## src/rtl/instr_fetch_unit.sv

```systemverilog
// rtl/instr_fetch_unit.sv - instruction fetch front end with in-order buffer and redirect
module instr_fetch_unit #(
    parameter int              XLEN       = 32,
    parameter logic [XLEN-1:0] RESET_PC   = '0,
    parameter int              IBUF_DEPTH = 2
) (
    input  logic            clk,
    input  logic            rst,
    output logic            imem_req_valid,
    output logic [XLEN-1:0] imem_req_addr,
    input  logic            imem_req_ready,
    input  logic            imem_resp_valid,
    input  logic [XLEN-1:0] imem_resp_data,
    output logic            instr_valid,
    input  logic            instr_ready,
    output logic [XLEN-1:0] instr,
    output logic [XLEN-1:0] instr_pc,
    output logic [6:0]      opcode,
    output logic [2:0]      funct3,
    output logic [6:0]      funct7,
    input  logic            pc_src,
    input  logic [XLEN-1:0] pc_target
);

    localparam int CW = $clog2(IBUF_DEPTH + 1);
    localparam int PW = (IBUF_DEPTH > 1) ? $clog2(IBUF_DEPTH) : 1;

    // Architectural state
    logic [XLEN-1:0] pc_q, pc_d;
    logic [XLEN-1:0] resp_pc_q, resp_pc_d;
    logic [CW-1:0]   outstanding_q, outstanding_d;
    logic [CW-1:0]   drop_cnt_q, drop_cnt_d;
    logic [CW-1:0]   count_q, count_d;
    logic [PW-1:0]   wr_ptr_q, wr_ptr_d;
    logic [PW-1:0]   rd_ptr_q, rd_ptr_d;

    // Buffer storage: instruction word and its address per entry
    logic [XLEN-1:0] data_mem_q [IBUF_DEPTH];
    logic [XLEN-1:0] pcs_mem_q  [IBUF_DEPTH];

    // Event strobes for this cycle
    logic            fire;
    logic            resp_acc;
    logic            resp_drop;
    logic            push;
    logic            pop;
    logic [CW:0]     inflight;
    logic [CW-1:0]   outstanding_after_resp;
    logic [XLEN-1:0] target_aligned;
    logic [XLEN-1:0] head_data;
    logic [XLEN-1:0] head_pc;

    function automatic logic [PW-1:0] ptr_inc(input logic [PW-1:0] p);
        return (p == PW'(IBUF_DEPTH - 1)) ? '0 : p + PW'(1);
    endfunction

    // Masking rather than slicing keeps every target bit in use; the low two are forced to zero
    assign target_aligned = pc_target & ~XLEN'(3);

    // Requests are capped so that every in-flight word is guaranteed a buffer slot
    always_comb begin
        inflight       = {1'b0, outstanding_q} + {1'b0, count_q};
        imem_req_valid = ~rst & ~pc_src & (inflight < (CW + 1)'(IBUF_DEPTH));
        imem_req_addr  = pc_q;
        fire           = imem_req_valid & imem_req_ready;
    end

    // Response bookkeeping: stray responses with nothing outstanding are ignored, stale ones dropped
    always_comb begin
        resp_acc               = imem_resp_valid & (outstanding_q != '0);
        resp_drop              = resp_acc & (drop_cnt_q != '0);
        push                   = resp_acc & ~resp_drop & ~pc_src;
        pop                    = (count_q != '0) & instr_ready & ~pc_src;
        outstanding_after_resp = outstanding_q - CW'(resp_acc);
    end

    // Next-state logic; a redirect overrides every other event in the cycle
    always_comb begin
        pc_d          = pc_q;
        resp_pc_d     = resp_pc_q;
        outstanding_d = outstanding_after_resp + CW'(fire);
        drop_cnt_d    = drop_cnt_q;
        count_d       = count_q;
        wr_ptr_d      = wr_ptr_q;
        rd_ptr_d      = rd_ptr_q;
        if (pc_src) begin
            pc_d       = target_aligned;
            resp_pc_d  = target_aligned;
            // Everything still in flight belongs to the abandoned path
            drop_cnt_d = outstanding_after_resp;
            count_d    = '0;
            wr_ptr_d   = '0;
            rd_ptr_d   = '0;
        end else begin
            if (fire) begin
                pc_d = pc_q + XLEN'(4);
            end
            if (resp_drop) begin
                drop_cnt_d = drop_cnt_q - CW'(1);
            end
            if (push) begin
                resp_pc_d = resp_pc_q + XLEN'(4);
                wr_ptr_d  = ptr_inc(wr_ptr_q);
            end
            if (pop) begin
                rd_ptr_d = ptr_inc(rd_ptr_q);
            end
            count_d = count_q + CW'(push) - CW'(pop);
        end
    end

    // Control state registers with immediate clear on reset
    always_ff @(posedge clk or posedge rst) begin
        if (rst) begin
            pc_q          <= RESET_PC;
            resp_pc_q     <= RESET_PC;
            outstanding_q <= '0;
            drop_cnt_q    <= '0;
            count_q       <= '0;
            wr_ptr_q      <= '0;
            rd_ptr_q      <= '0;
        end else begin
            pc_q          <= pc_d;
            resp_pc_q     <= resp_pc_d;
            outstanding_q <= outstanding_d;
            drop_cnt_q    <= drop_cnt_d;
            count_q       <= count_d;
            wr_ptr_q      <= wr_ptr_d;
            rd_ptr_q      <= rd_ptr_d;
        end
    end

    // Buffer payload; contents are qualified by count so no reset is needed
    always_ff @(posedge clk) begin
        if (push) begin
            data_mem_q[wr_ptr_q] <= imem_resp_data;
            pcs_mem_q[wr_ptr_q]  <= resp_pc_q;
        end
    end

    // Head presentation; all fields read as zero while the buffer is empty
    always_comb begin
        instr_valid = (count_q != '0);
        head_data   = data_mem_q[rd_ptr_q];
        head_pc     = pcs_mem_q[rd_ptr_q];
        instr       = instr_valid ? head_data : '0;
        instr_pc    = instr_valid ? head_pc : '0;
        opcode      = instr[6:0];
        funct3      = instr[14:12];
        funct7      = instr[31:25];
    end

endmodule

```

## config.mk

```make
export PLATFORM = sky130hd
export DESIGN_NAME = instr_fetch_unit
export DESIGN_NICKNAME = d
export VERILOG_FILES = /design/src/rtl/instr_fetch_unit.sv
export SDC_FILE = /design/constraint.sdc
export NUM_CORES = 1
export LEC_CHECK = 0
export ABC_AREA = 0
export CAP_MARGIN = 20
export CORE_ASPECT_RATIO = 0.8
export CORE_UTILIZATION = 30
export DETAILED_ROUTE_END_ITERATION = 12
export GPL_TIMING_DRIVEN = 0
export HOLD_SLACK_MARGIN = 0.08
export PLACE_DENSITY_LB_ADDON = 0.2
export SYNTH_ARGS = -nofsm -noshare
export SYNTH_HDL_FRONTEND = slang
export SYNTH_SLANG_ARGS = --single-unit
```

## constraint.sdc

```tcl
create_clock -name clk -period 9.57 [get_ports clk]
set_input_delay 0.957 -clock clk [delete_from_list [all_inputs] [get_ports clk]]
set_output_delay 0.957 -clock clk [all_outputs]
set_load 0.02 [all_outputs]
```

==> flow_summary.json, run 1 <==
{
  "cts_root_buf": "clkbuf_16",
  "synthCells": 736,
  "nets": 1019,
  "synth_seq_cells": 192,
  "io_buffers": 177,
  "synthXorXnorAreaFrac_pct": 2.65,
  "synth_cell_type_count": 46,
  "crit_path_end_kind": "primary output",
  "maxCapViolCount": 0,
  "setup_viol": 0,
  "clock_latency_ns": 0.44,
  "worstMarginPinSlew_ns": 0.794,
  "synthSimpleGateAreaFrac_pct": 15.1,
  "grt_pass1_wl_mm": 36.0,
  "cp.required_ns": 8.61,
  "dp.cells": 1299,
  "drt-pass1-iter-count": 7,
  "routed_wl_mm": 23.1,
  "synth_area_leaders": "edfxtp_1, dfrtp_1, mux2i_1, nor2_1, buf_4",
  "synthArstFlopShare_pct": 35.4,
  "grt_setup_unrepaired": "false",
  "diodes": 0,
  "regArea_mm2": 0.00543,
  "hold_end": "pcs_mem_q[0][27]",
  "final_common_cell": "clkdlybuf4s50_1",
  "avgSynthCellArea_um2": 12.1,
  "cts_tree": "done",
  "path_class": "input pin to primary output",
  "hold_depth": 0,
  "synth_top_family_by_area": "simple AND/OR/NAND/NOR gates",
  "final_antenna_net_count": 0,
  "fillers": 2822,
  "postCtsHoldBufs": 0,
  "yosysWarnings": 0,
  "synth_ff_type": "edfxtp_1",
  "final_cell_mix": "clkdlybuf4s50_1, edfxtp_1, nor2_1, dfrtp_1, mux2i_1",
  "post_cts_buffers": 0,
  "pin_count": 185,
  "finalSetupTns_ns": 0,
  "cts_buffers": 17,
  "ir_drop_v": 0.000119,
  "htreeDepth": 4,
  "leakagePower_nw": 4.06,
  "antenna_found_initial": 0,
  "min_path_type": "register to register",
  "drt_iter0_markers": 369,
  "start_util_pct": 30.5,
  "dpl.hpwl_mm": 16.6,
  "die_w_um": 195,
  "synth_edf_count": 124,
  "vias": 6490,
  "drive_gt1_share_pct": 8.39,
  "clock.fmax_mhz": 245,
  "ys_seq_area_share_pct": 60.8,
  "clockBufferDepth": 2,
  "reg2reg_depth": 6,
  "worstReg2RegStart": "outstanding_q[0]",
  "core-area_mm2": 0.0293,
  "hold_viol_final": 0,
  "finalCritPeriodShare_pct": 42.6,
  "routed_via_density": 4.88,
  "syn_to_final_growth_pct": 32.9,
  "gp_congestion": 0.869,
  "cts_sinks": 192,
  "worstHoldStart": "resp_pc_q[27]",
  "synth_top_area_share_pct": 41.8,
  "die_y_um": 156,
  "critPathArrivalTime_ns": 3.12,
  "maxSlewHeadroom_pct": 46.6,
  "stdcell_count": 1330,
  "cp-start-kind": "input pin",
  "period_needed_ns": 4.08,
  "first_global_vias": 6276,
  "synth_top_cell_by_area": "edfxtp_1",
  "clock_skew_ns": 0.0151,
  "r2r-end": "imem_req_addr[16]",
  "post_cts_resized": 0,
  "synth_compound_gate_area_share_pct": 6.78,
  "synth_mux_area_share_pct": 9.18,
  "rrSetupSlack_ns": 6.60,
  "power_density_mw_per_mm2": 206,
  "grt_overflow_total": 0,
  "drc": 0,
  "maxSlewViolCount": 0,
  "syn_area_mm2": 0.00892,
  "grt_max_degree": 61,
  "status": "finished, final reports clean",
  "groute.usage.overall_pct": 15.5,
  "multiInputGateArea_mm2": 0.00314,
  "fp-row-count": 56,
  "synthAdderAreaFrac_pct": 1.21,
  "wl_per_cell_um": 17.4,
  "die_area_mm2": 0.0304,
  "clkSlewWorstSetupHoldPaths_ns": 0.07,
  "crit_path_start": "pc_src",
  "worst-path-max-fanout": 10
}
==> area by class of cell <==
cell class                 instances  area share (%)
sequential                       192            45.8
multi-input combinational        468            26.5
timing repair buffer             183            15.9
tap                              377            3.98
clock buffer                      19            3.65
buffer                            61            2.62
clock inverter                    12           0.950
inverter                          18           0.591
==> worst max-delay path by stage <==
| stage | endpoint | slack [ns] | depth (start not counted) |
|---|---|---|---|
| finish | imem_req_valid | 5.49 | 5 |
| global placement | data_mem_q[0][9] | 2.11 | 6 |
| detailed placement | imem_req_valid | 5.47 | 5 |
| floorplan | data_mem_q[0][0] | 4.51 | 6 |
| global route | opcode[4] | 5.29 | 6 |
| CTS | opcode[3] | 5.42 | 6 |
==> Yosys cell counts, types with 2 or more instances <==
master	count
a31oi_1	15
o21ai_0	6
xor2_1	9
or3_1	6
a211o_1	3
inv_1	17
or2_2	3
a21o_1	4
nand3_1	25
and3_1	5
nand4_1	15
mux2_2	14
or4_1	12
edfxtp_1	124
ha_1	7
buf_4	21
a21oi_1	7
and2_1	5
o31a_1	2
xnor2_1	18
o2bb2ai_1	2
buf_2	2
nor3_1	20
and4_1	11
nand2_1	28
nor2_1	103
mux2i_1	66
a211oi_1	20
nor4_1	20
o31ai_1	19
clkbuf_1	34
buf_1	4
nand2b_1	9
dfrtp_1	68
==> logic make-up after synthesis <==
logic type,after synthesis
other,1
AOI/OAI and AO/OA,83
buffers and inverters,79
xor gates and xnor gates,27
and+or+nand+nor,266
muxes,80
DFF,192
adders and majority gates,8
==> power by group <==
group | internal (mW) | switching [mW] | total (mW)
clock | 0.359 | 0.315 | 0.674
combinational | 0.331 | 0.395 | 0.726
sequential | 0.972 | 0.0719 | 1.04
total | 1.66 | 0.782 | 2.44
==> worst max-delay path, stage by stage <==
cell             delay (ns)
clkbuf_1               0.37
clkbuf_1               0.47
buf_1                  0.60
nor4_1                 0.14
clkdlybuf4s50_1        0.57
==> metrics by stage <==
step                power [mW]  hold slack (ns)  worst slack, ns  cell area (µm²)  util [%]
CTS                       2.48            0.538             5.42            11900      40.5
global placement          1.78            0.505             2.11            11200      38.1
detailed placement        1.80            0.525             5.47            11300      38.6
finish                    2.44            0.548             5.49            11900      40.5
floorplan                 1.47            0.440             4.51             8930         -
global route              2.57            0.568             5.29            11900      40.5
==> flip-flops by register name, indices dropped and copies added, names as in the netlist <==
signal / count
data_mem_q: 64
imem_req_addr: 30
wr_ptr_q: 1
rd_ptr_q: 1
outstanding_q: 2
drop_cnt_q: 2
pcs_mem_q: 60
count_q: 2
resp_pc_q: 30
==> routing by layer <==
layer,global-route usage [%],up-vias,share of wire [%]
met5,0,-,0
met4,4.05,0,0.96
met3,3.47,21,6.2
met2,22.5,236,42
met1,23.2,3121,51
li1,-,3112,-
Note: power is estimated with default switching activity, not from simulation.
==> run 2, diff against run 1 <==
- clock period: 9.57 -> 4 ns (I/O delays scaled with it)
==> results of run 2 <==
The final DEF is identical to that of run 1. Status: finished, final reports clean.
Main changes from that run: setup slack after placement 5.47 ns -> 0.759 ns; clock-pin slew on the worst setup and hold paths 0.07 ns -> 0.08 ns; setup slack after layout 5.49 ns -> 0.588 ns; hold slack 0.548 ns -> 0.323 ns; start point of the critical path pc_src -> rd_ptr_q; end point of the critical path imem_req_valid -> opcode[3]; register-to-register setup slack 6.60 ns -> 1.03 ns; total power 2.44 mW -> 5.85 mW; worst IR drop on VDD 0.000119 V -> 0.000285 V
==> run 3, diff against run 2 <==
- clock period: 4 -> 3.98 ns (I/O delays scaled with it)
==> results of run 3 <==
The final DEF is identical to that of run 1. Status: finished, final reports clean.
Main changes from that run: setup slack after placement 5.47 ns -> 0.741 ns; clock-pin slew on the worst setup and hold paths 0.07 ns -> 0.08 ns; setup slack after layout 5.49 ns -> 0.570 ns; hold slack 0.548 ns -> 0.321 ns; start point of the critical path pc_src -> rd_ptr_q; end point of the critical path imem_req_valid -> opcode[3]; register-to-register setup slack 6.60 ns -> 1.01 ns; total power 2.44 mW -> 5.88 mW; worst IR drop on VDD 0.000119 V -> 0.000287 V
